File: src/rtl/order_book_pkg.sv
// rtl/order_book_pkg.sv - shared command type, order-type codes and arbiter state encoding
package order_book_pkg;

    typedef struct packed {
        logic [31:0] order_id;
        logic [31:0] quantity;
        logic [63:0] price;
        logic [2:0]  order_type;
    } command_t;

    localparam int CMD_W = $bits(command_t);

    localparam logic [2:0] ORD_ADD      = 3'b001;
    localparam logic [2:0] ORD_DECREASE = 3'b010;
    localparam logic [2:0] ORD_DELETE   = 3'b100;

    typedef enum logic [1:0] {
        IDLE,
        ISSUE,
        WAIT
    } arb_state_t;

    function automatic logic is_legal_type(input logic [2:0] t);
        return (t == ORD_ADD) || (t == ORD_DECREASE) || (t == ORD_DELETE);
    endfunction

endpackage

File: src/rtl/order_book_cmd_arbiter_fifo.sv
// rtl/order_book_cmd_arbiter_fifo.sv - per-stock command FIFO (order_cmd_fifo), registered storage, no bypass
module order_cmd_fifo #(
    parameter int DEPTH = 4,
    parameter int WIDTH = 8
) (
    input  logic             clk,
    input  logic             resetn,
    input  logic             push,
    input  logic             pop,
    input  logic [WIDTH-1:0] push_data,
    output logic             full,
    output logic             empty,
    output logic [WIDTH-1:0] head
);

    localparam int AW = $clog2(DEPTH);

    logic [WIDTH-1:0] mem [DEPTH];
    logic [AW-1:0]    wr_ptr;
    logic [AW-1:0]    rd_ptr;
    logic [AW:0]      count;
    logic             do_push;
    logic             do_pop;

    // A full FIFO refuses the push even if it is popped in the same cycle.
    assign do_push = push && !full;
    assign do_pop  = pop && !empty;
    assign full    = (count == (AW+1)'(DEPTH));
    assign empty   = (count == '0);
    assign head    = mem[rd_ptr];

    always_ff @(posedge clk) begin
        if (!resetn) begin
            wr_ptr <= '0;
            rd_ptr <= '0;
            count  <= '0;
        end else begin
            if (do_push) wr_ptr <= wr_ptr + 1'b1;
            if (do_pop)  rd_ptr <= rd_ptr + 1'b1;
            case ({do_push, do_pop})
                2'b10:   count <= count + 1'b1;
                2'b01:   count <= count - 1'b1;
                default: count <= count;
            endcase
        end
    end

    always_ff @(posedge clk) begin
        if (do_push) mem[wr_ptr] <= push_data;
    end

endmodule

File: src/rtl/order_book_cmd_arbiter.sv
// rtl/order_book_cmd_arbiter.sv - round-robin arbiter of per-stock command FIFOs onto one engine; ORDER_ARB_STATS_EN adds counters
module order_book_cmd_arbiter
    import order_book_pkg::*;
#(
    parameter int NUM_STOCKS = 4,
    parameter int FIFO_DEPTH = 4
) (
    input  logic                          clk,
    input  logic                          resetn,
    input  logic [NUM_STOCKS-1:0]         in_valid,
    output logic [NUM_STOCKS-1:0]         in_ready,
    input  logic [NUM_STOCKS*CMD_W-1:0]   in_cmd,
    output logic                          eng_valid,
    input  logic                          eng_ready,
    output logic [CMD_W-1:0]              eng_cmd,
    output logic [$clog2(NUM_STOCKS)-1:0] eng_stock,
    input  logic                          eng_done,
`ifdef ORDER_ARB_STATS_EN
    output logic [NUM_STOCKS*16-1:0]      stat_issued,
    output logic [15:0]                   stat_illegal,
`endif
    output logic                          busy
);

    localparam int SW = $clog2(NUM_STOCKS);

    arb_state_t          state;
    arb_state_t          state_next;
    logic [SW-1:0]       last_grant;
    logic [NUM_STOCKS-1:0] fifo_full;
    logic [NUM_STOCKS-1:0] fifo_empty;
    logic [NUM_STOCKS-1:0] fifo_pop;
    logic [CMD_W-1:0]    fifo_head [NUM_STOCKS];
    logic                grant_found;
    logic [SW-1:0]       grant_idx;
    logic [SW-1:0]       cand_idx;
    command_t            grant_cmd;
    logic                grant_legal;
    logic                grant_take;

    for (genvar g = 0; g < NUM_STOCKS; g++) begin : g_fifo
        order_cmd_fifo #(
            .DEPTH (FIFO_DEPTH),
            .WIDTH (CMD_W)
        ) u_fifo (
            .clk       (clk),
            .resetn    (resetn),
            .push      (in_valid[g]),
            .pop       (fifo_pop[g]),
            .push_data (in_cmd[g*CMD_W +: CMD_W]),
            .full      (fifo_full[g]),
            .empty     (fifo_empty[g]),
            .head      (fifo_head[g])
        );
    end

    assign in_ready = ~fifo_full;

    // Search starts one past last_grant so the previous winner has lowest priority.
    always_comb begin
        grant_found = 1'b0;
        grant_idx   = '0;
        cand_idx    = '0;
        for (int k = 1; k <= NUM_STOCKS; k++) begin
            cand_idx = SW'((int'(last_grant) + k) % NUM_STOCKS);
            if (!grant_found && !fifo_empty[cand_idx]) begin
                grant_found = 1'b1;
                grant_idx   = cand_idx;
            end
        end
    end

    assign grant_cmd   = command_t'(fifo_head[grant_idx]);
    assign grant_legal = is_legal_type(grant_cmd.order_type);
    assign grant_take  = (state == IDLE) && grant_found;

    always_ff @(posedge clk) begin
        if (!resetn) state <= IDLE;
        else         state <= state_next;
    end

    always_comb begin
        state_next = state;
        case (state)
            IDLE:    if (grant_found && grant_legal) state_next = ISSUE;
            ISSUE:   if (eng_ready) state_next = WAIT;
            WAIT:    if (eng_done) state_next = IDLE;
            default: state_next = IDLE;
        endcase
    end

    always_comb begin
        fifo_pop = '0;
        if (grant_take) fifo_pop[grant_idx] = 1'b1;
        eng_valid = (state == ISSUE);
        busy      = (state != IDLE) || !(&fifo_empty);
    end

    always_ff @(posedge clk) begin
        if (!resetn) begin
            last_grant <= SW'(NUM_STOCKS - 1);
            eng_cmd    <= '0;
            eng_stock  <= '0;
        end else if (grant_take) begin
            last_grant <= grant_idx;
            if (grant_legal) begin
                eng_cmd   <= grant_cmd;
                eng_stock <= grant_idx;
            end
        end
    end

`ifdef ORDER_ARB_STATS_EN
    always_ff @(posedge clk) begin
        if (!resetn) begin
            stat_issued  <= '0;
            stat_illegal <= '0;
        end else begin
            if (eng_valid && eng_ready)
                stat_issued[eng_stock*16 +: 16] <= stat_issued[eng_stock*16 +: 16] + 16'd1;
            if (grant_take && !grant_legal)
                stat_illegal <= stat_illegal + 16'd1;
        end
    end
`endif

endmodule

File: config.mk
export PLATFORM = sky130hd
export DESIGN_NAME = order_book_cmd_arbiter
export DESIGN_NICKNAME = d
export VERILOG_FILES = /design/src/rtl/order_book_pkg.sv /design/src/rtl/order_book_cmd_arbiter_fifo.sv /design/src/rtl/order_book_cmd_arbiter.sv
export SDC_FILE = /design/constraint.sdc
export NUM_CORES = 2
export LEC_CHECK = 0
export CAP_MARGIN = 10
export CORE_UTILIZATION = 53
export DETAILED_ROUTE_END_ITERATION = 7
export PLACE_DENSITY = 0.76
export SLEW_MARGIN = 10
export SYNTH_ARGS = -nofsm -noshare
export SYNTH_HDL_FRONTEND = slang
export SYNTH_HIERARCHICAL = 1
export SYNTH_SLANG_ARGS = --single-unit
export TNS_END_PERCENT = 1
File: constraint.sdc
create_clock -name clk -period 4.7 [get_ports clk]
set_input_delay 0.705 -clock clk [delete_from_list [all_inputs] [get_ports clk]]
set_output_delay 0.705 -clock clk [all_outputs]
set_load 0.005 [all_outputs]
== Word-level counts from Yosys, hierarchy flattened ==
Memory sizes are Yosys's and may differ from the RTL's. A register that Yosys moved wholly into a read port is not among the register bits.
Index checks and enable logic that the tools add are counted.
Storage, ports and cells
  memories kept: 4
  bits of input ports: 532
  output and inout bits: 139
  word-level logic and storage cells: 159
  memory bits (writable): 2096
  register bits: 165
Operators by class
  multiplexer cells: 46
  equal/unequal tests: 20
  $lt $le $gt $ge: 7
  bitwise gates (word level): 2
  add/subtract/negate cells: 20
  reduce and logical (&&, ||, !) cells: 44
Memory list
  g_fifo[0].u_fifo.mem: words 4, bits a word 131, rd ports 1, clocked after Yosys merged registers in 1, wr ports 1, line order_book_cmd_arbiter_fifo.sv:18  | logic [WIDTH-1:0] mem [DEPTH];
  g_fifo[1].u_fifo.mem: words 4, bits a word 131, rd ports 1, clocked after Yosys merged registers in 1, wr ports 1, line order_book_cmd_arbiter_fifo.sv:18
  g_fifo[2].u_fifo.mem: words 4, bits a word 131, rd ports 1, clocked after Yosys merged registers in 1, wr ports 1, line order_book_cmd_arbiter_fifo.sv:18
  g_fifo[3].u_fifo.mem: words 4, bits a word 131, rd ports 1, clocked after Yosys merged registers in 1, wr ports 1, line order_book_cmd_arbiter_fifo.sv:18
Operators with widths (count)
  131-bit binary-select mux with 2-bit select: 1
  131-bit two-way mux: 2
  2-bit two-way mux: 15
  3-bit one-hot mux with 2 select lines: 4
  2-bit by 1-bit adder with 2-bit output (second input constant): 10
  1-bit two-way mux: 17
  3-bit equality test (second input constant): 5
  2-bit by 3-bit < comparator with 1-bit output (second input constant): 5
  1-bit logical AND: 14
  1-bit logical NOT: 14
  3-bit by 1-bit adder with 3-bit output (second input constant): 4
  3-bit logical NOT: 4
  3-bit by 1-bit subtractor with 3-bit output (second input constant): 4
  2-bit by 1-bit equality test with 1-bit output (second input constant): 5
  2-bit equality test (second input constant): 5
  2-bit nonzero test: 5
  1-bit binary-select mux with 2-bit select: 4
  2-bit one-hot mux with 3 select lines: 1
  2-bit adder (second input constant): 2
  4-bit two-way mux: 1
  2-bit by 1-bit inequality test with 1-bit output (second input constant): 2
  4-bit NOT: 1
  4-bit AND reduction: 1
  3-bit by 1-bit equality test with 1-bit output (second input constant): 1
  10 further kinds: 12

== Logic depth before layout (Yosys ltp) ==
  word-level depth: 22
  depth in mapped cells: 15
  gate-level depth less buffers: 13

== Modules after synthesis ==
The synthesis kept the hierarchy.
By module, submodules not included
  order_cmd_fifo at g_fifo[0].u_fifo ...: instances 3, area each 19384.8 µm², cells an instance 739, seq. area each 15915.3 µm²
  order_cmd_fifo at g_fifo[1].u_fifo: instances 1, area each 19388.6 µm², cells an instance 739, seq. area each 15915.3 µm²
  order_book_cmd_arbiter: instances 1, area each 9733.1 µm², cells an instance 1226, seq. area each 2742.6 µm²

== Worst setup path before layout ==
No wires, ideal clock.
  kind: in2reg
  start point: in in_valid[0]
  end point: mem g_fifo[0].u_fifo/mem[1][0] (netlist name), enable pin
  path buffers: 1
  required time: 4.194 ns
  setup slack: 0.102 ns
  data arrival time: 4.092 ns
  setup time: 0.506 ns
  cell stages on the path: 3
  cells stage by stage: nor2b_1 > clkbuf_1 > and2_1
Between the ends
  cells in the longest elaborated chain, start to end: 3
Ends and longest elaborated chain
  start: declaration: line order_book_cmd_arbiter.sv:10  | input logic [NUM_STOCKS-1:0] in_valid,
  1-bit logical AND: line order_book_cmd_arbiter_fifo.sv:26  | assign do_push = push && !full;
  1-bit two-way mux: line order_book_cmd_arbiter_fifo.sv:49  | if (do_push) mem[wr_ptr] <= push_data;
  1-bit two-way mux (implied by the code): line order_book_cmd_arbiter_fifo.sv:49
  end: declaration: line order_book_cmd_arbiter_fifo.sv:18
Every way passes these cells.

== Worst setup path after layout ==
  start point: reg g_fifo[1].u_fifo.count[0]
  end point: reg g_fifo[3].u_fifo.count[2]
Between the ends
  cells in the longest elaborated chain, start to end: 20
  elaborated cells on any way between the ends: 37
  classes of those cells: 2 x order compare; 2 x eq/ne; 20 x mux; 13 x reduce/logical
Ends and longest elaborated chain
  start: declaration: line order_book_cmd_arbiter_fifo.sv:21  | logic [AW:0] count;
  start signal: assignment: line order_book_cmd_arbiter_fifo.sv:41  | 2'b10: count <= count + 1'b1;
  start signal: assignment: line order_book_cmd_arbiter_fifo.sv:42  | 2'b01: count <= count - 1'b1;
  start signal: assignment: line order_book_cmd_arbiter_fifo.sv:43  | default: count <= count;
  3-bit logical NOT (*): line order_book_cmd_arbiter_fifo.sv:29  | assign empty = (count == '0);
  named net fifo_empty[1]: line order_book_cmd_arbiter.sv:31  | logic [NUM_STOCKS-1:0] fifo_empty;
  1-bit binary-select mux with 2-bit select: line order_book_cmd_arbiter.sv:66  | if (!grant_found && !fifo_empty[cand_idx]) begin
  1-bit two-way mux (implied by the code): line order_book_cmd_arbiter.sv:66
  1-bit logical NOT: line order_book_cmd_arbiter.sv:66
  1-bit logical AND: line order_book_cmd_arbiter.sv:66
  1-bit two-way mux: line order_book_cmd_arbiter.sv:66
  1-bit logical NOT: line order_book_cmd_arbiter.sv:66
  [7 not listed]
  1-bit two-way mux (implied by the code): line order_book_cmd_arbiter.sv:94  | if (grant_take) fifo_pop[grant_idx] = 1'b1;
  1-bit demux with 2-bit select: line order_book_cmd_arbiter.sv:94
  4-bit two-way mux (*): line order_book_cmd_arbiter.sv:94
  named net fifo_pop[3]: line order_book_cmd_arbiter.sv:32  | logic [NUM_STOCKS-1:0] fifo_pop;
  1-bit logical AND (*): line order_book_cmd_arbiter_fifo.sv:27  | assign do_pop = pop && !empty;
  named net g_fifo[3].u_fifo.do_pop: line order_book_cmd_arbiter_fifo.sv:23  | logic do_pop;
  2-bit by 1-bit equality test with 1-bit output / 2-bit equality test (equally long branches): line order_book_cmd_arbiter_fifo.sv:40  | case ({do_push, do_pop})
  3-bit one-hot mux with 2 select lines / 2-bit nonzero test (equally long branches)
  end signal: assignment: line order_book_cmd_arbiter_fifo.sv:41
  end signal: assignment: line order_book_cmd_arbiter_fifo.sv:42
  end signal: assignment: line order_book_cmd_arbiter_fifo.sv:43
  end: declaration: line order_book_cmd_arbiter_fifo.sv:21
The timed path passes the listed nets; every way through them passes the cells marked *. The select of a mux whose other input is x is not followed.
A chain may end at the register's enable or synchronous reset.

==> impl_metrics.csv <==
group,metric,value,unit
grt,grt_overflow_total,0,
detailed_routing,postRouteWirelength,226000,um
critical_path,worst_setup_path_startpoint,"g_fifo[1].u_fifo/count[0]",
flow_run,max_capacitance_violation_total,0,
placed_design,dpl-instance-area,97000,sq um
synth,synth.area.top_cells,"sky130_fd_sc_hd__edfxtp_1, sky130_fd_sc_hd__mux4_2, sky130_fd_sc_hd__mux2i_1, sky130_fd_sc_hd__dfxtp_1, sky130_fd_sc_hd__nand2_1",
placed_design,dp_worst_setup_slack,0.685,ns
layout,post_layout_nets,5510,
detailed_routing,vias_per_cell,6.09,
critical_path,worstRegToRegCells,12,
clock_tree,cts_tree,"done",
clock_tree,clkSinkCount,2269,
detailed_routing,drtAntennaViolNets,0,
pwr,sw_frac_of_total,0.317,
layout,finalInstanceArea,104000,sq um
layout,fillCellCount,10600,
pwr,total_leakage_power,34.0,nW
clock_tree,ctsRootBufferMaster,"sky130_fd_sc_hd__clkbuf_16",
critical_path,start_kind,"flip-flop",
synth,yosys_warnings,6,
pwr,power_switching,19.8,mW
timing,report.final.setup_viol,0,
timing,timing.final.crit_share,0.846,
detailed_routing,detail_route.first_pass.iterations,6,
pwr,power_report.internal_total,42.6,mW
clock_tree,postCtsResizedCells,0,
placed_design,gpl_congestion,0.815,
clock_tree,clkLatencyLatePin,0.88,ns
die,die-area,166000,sq um
timing,worst_slew_margin_rel,0.250,
pwr,power.ir.vdd_worst,1.63,mV
synth,ys_dominant_reg_cell,"sky130_fd_sc_hd__edfxtp_1",
die,core_area,163000,sq um
critical_path,worst_setup_path_end_kind,"flip-flop",
synth,synth.avg_cell_area,20.9,sq um
grt,via_count_of_the_first_global_routing_pass,45200,
pwr,comb_power_share,0.319,
die,floorplan.rows,148,
detailed_routing,drc,0,
synth,synth.net_count,4738,
grt,gr-usage-all-layers,0.271,
pwr,power.share.clock,0.279,
synth,synth.lib_cells_used.distinct,41,
critical_path,crit_fanout,53,
detailed_routing,dr.first_iter.drc_count,5143,
clock_tree,post_cts_hold_buffer_count,0,
synth,synth_top_cell_by_area,"sky130_fd_sc_hd__edfxtp_1",
critical_path,critPathArrivalTime,4.76,ns
critical_path,r2r_slack,0.73,ns
critical_path,worst_setup_path_endpoint,"g_fifo[3].u_fifo/count[2]",
grt,wire_length_of_the_first_global_routing_pass,322000,um
placed_design,post-dp-hpwl,139000,um
die,starting_utilization_of_the_core_area,0.535,
detailed_routing,vias,44900,
critical_path,worst_r2r_endpoint,"g_fifo[3].u_fifo/count[2]",
synth,postSynthRegisterBits,2269,
layout,post_route_cells_drive_above_1_share,0.191,
clock_tree,max_buffers_root_to_sink,3,
critical_path,critical_path_class,"flip-flop to flip-flop",
die,top_level_ports,671,
min_path,timing.hold.worst.class,"primary input to flip-flop",
placed_design,placement.io_buffers,670,
outcome,run_status,"completed",
die,die_height,408,um
timing,hold_viol_final,0,
layout,layout.cells.most_common_list,"sky130_fd_sc_hd__edfxtp_1, sky130_fd_sc_hd__clkdlybuf4s50_1, sky130_fd_sc_hd__mux4_2, sky130_fd_sc_hd__nand2_1, sky130_fd_sc_hd__mux2i_1",
layout,commonest_non_fill_non_tap_cell_in_the_layout,"sky130_fd_sc_hd__edfxtp_1",
timing,skew,0.0445,ns
clock_tree,clk_transition_reported_paths,0.07,ns
die,dieWidth,408,um
synth,netlist_area,87300,sq um
placed_design,place_inst,6913,
timing,fin_tns_setup,0,ns
layout,layout-area-overhead-vs-synth,19.5,%
timing,max_clk_rate,252,MHz
clock_tree,cts_made_buffers,214,
timing,layout_min_cycle_time,3.97,ns
synth,synth_sequential_area_ratio,0.761,
timing,grt_setup_unrepaired,"false",
timing,post-route-worst-setup-slack,0.726,ns
detailed_routing,drt-wirelength-per-cell,30.6,um
layout,instances_no_fill,7368,
timing,tightest_slew,1.13,ns
timing,final_report_max_slew_violation_count,0,
pwr,share_seq_of_total_power,0.401,
synth,area_share_of_the_largest_cell_type_after_synthesis,0.721,
critical_path,reg_to_reg_start,"g_fifo[1].u_fifo/count[0]",
clock_tree,cts.repair_timing.setup_buffer_count,0,
grt,number_of_antenna_violations_at_the_first_check_in_global_routing,101,
grt,largest_net_degree_at_the_start_of_global_routing,132,
pwr,powerDensity,598,nW/um^2
clock_tree,h-tree-depth,4,
critical_path,critical_path_required,5.48,ns
synth,asyncSetResetFlopFracSynth,0,
synth,post_synth_inst_count,4182,
synth,synth_edf_count,2096,
==> logic make-up (layout without fill, tap and decap cells) <==
group                    count (synthesis)  after routing  synth area share
flip-flops                            2269           2269             0.761
multiplexers                           927            927             0.181
AND/OR/NAND/NOR                        637            637            0.0312
buffers and inverters                  264           1227            0.0176
AO/OA/AOI/OAI                           50             50           0.00404
adder cells (fa/ha/maj)                 24             24           0.00378
XOR/XNOR                                11             11           0.00110
other                                    0             48                 0
==> power by group through the flow <==
stage               Combinational [mW]  Clock [mW]  Sequential (mW)
global placement                  19.6           0             25.3
global route                      21.0        18.4             25.2
CTS                               20.1        17.6             25.0
finish                            19.9        17.4             25.0
floorplan                         13.7           0             25.3
detailed placement                20.0           0             25.4
==> cell type report <==
| class | count | area (sq um) | share of cell area |
|---|---|---|---|
| antenna | 48 | 120 | 0.00115 |
| sequential | 2269 | 66400 | 0.637 |
| timing repair buffer | 789 | 8370 | 0.0802 |
| multi-input combinational | 1649 | 19400 | 0.186 |
| clock inverter | 96 | 1160 | 0.0111 |
| tap | 2175 | 2720 | 0.0261 |
| inverter | 31 | 116 | 0.00112 |
| clock buffer | 311 | 6010 | 0.0576 |
==> cell usage after synthesis (2+ instances only) <==
cell	number
sky130_fd_sc_hd__buf_8	4
sky130_fd_sc_hd__mux4_2	524
sky130_fd_sc_hd__edfxtp_1	2096
sky130_fd_sc_hd__buf_2	83
sky130_fd_sc_hd__or3_1	8
sky130_fd_sc_hd__inv_1	31
sky130_fd_sc_hd__nor3b_1	4
sky130_fd_sc_hd__and2_1	24
sky130_fd_sc_hd__clkbuf_1	80
sky130_fd_sc_hd__nor2_1	13
sky130_fd_sc_hd__fa_1	4
sky130_fd_sc_hd__nor2b_1	9
sky130_fd_sc_hd__o21ai_0	22
sky130_fd_sc_hd__xor2_1	7
sky130_fd_sc_hd__mux2i_1	403
sky130_fd_sc_hd__a211o_1	3
sky130_fd_sc_hd__xnor2_1	4
sky130_fd_sc_hd__nor3_1	11
sky130_fd_sc_hd__or4bb_1	4
sky130_fd_sc_hd__a2111oi_0	2
sky130_fd_sc_hd__buf_1	9
sky130_fd_sc_hd__ha_1	20
sky130_fd_sc_hd__buf_6	49
sky130_fd_sc_hd__nand2_1	432
sky130_fd_sc_hd__a21oi_1	3
sky130_fd_sc_hd__dfxtp_1	173
sky130_fd_sc_hd__nand3_1	130
sky130_fd_sc_hd__a211oi_1	2
sky130_fd_sc_hd__buf_4	8
sky130_fd_sc_hd__a21boi_0	8
sky130_fd_sc_hd__a2111o_1	2
==> state kept, by name, summed over array words and instances (netlist names), named ones only <==
name                  count
state                     2
eng_cmd                 131
eng_stock                 2
g_fifo.u_fifo/wr_ptr      8
g_fifo.u_fifo/mem      2096
g_fifo.u_fifo/count      12
last_grant                2
g_fifo.u_fifo/rd_ptr      8
==> per-stage QoR <==
step | util | power [mW] | hold WS [ns]
finish | 0.640 | 62.4 | 0.342
global route | 0.639 | 64.6 | 0.312
CTS | 0.639 | 62.8 | 0.256
detailed placement | 0.595 | 45.4 | 0.451
global placement | 0.595 | 44.9 | 0.446
floorplan | - | 39.0 | 0.454
==> layer usage <==
metal	vias to the layer above	share of wire	track usage
met2	2174	0.49	0.438
met4	126	0.023	0.0757
met3	400	0.10	0.0822
li1	18500	-	-
met1	23700	0.38	0.360
met5	-	0.0037	0
==> critical path: stages, from the launching register on <==
cell                       delay (ns)
sky130_fd_sc_hd__dfxtp_1         0.34
sky130_fd_sc_hd__nor3_1          0.79
sky130_fd_sc_hd__o221ai_1        0.37
sky130_fd_sc_hd__a32oi_4         0.32
sky130_fd_sc_hd__buf_4           0.66
sky130_fd_sc_hd__nor2_1          0.17
sky130_fd_sc_hd__nor2b_1         0.20
sky130_fd_sc_hd__ha_1            0.21
sky130_fd_sc_hd__inv_1           0.08
sky130_fd_sc_hd__fa_1            0.18
sky130_fd_sc_hd__xor2_1          0.07
sky130_fd_sc_hd__or3_1           0.31
sky130_fd_sc_hd__a21boi_0        0.21
==> how the worst min path moves through the flow <==
stage                     cells past startpoint            end         start
after floorplan                               2   eng_stock[1]  eng_stock[1]
after global placement                        2     eng_cmd[8]    eng_cmd[8]
after detailed placement                      2   eng_cmd[114]  eng_cmd[114]
after CTS                                     2  last_grant[0]        resetn
after global routing                          2  last_grant[0]        resetn
final                                         2  last_grant[0]        resetn
Power figures use the tool's default switching activity.
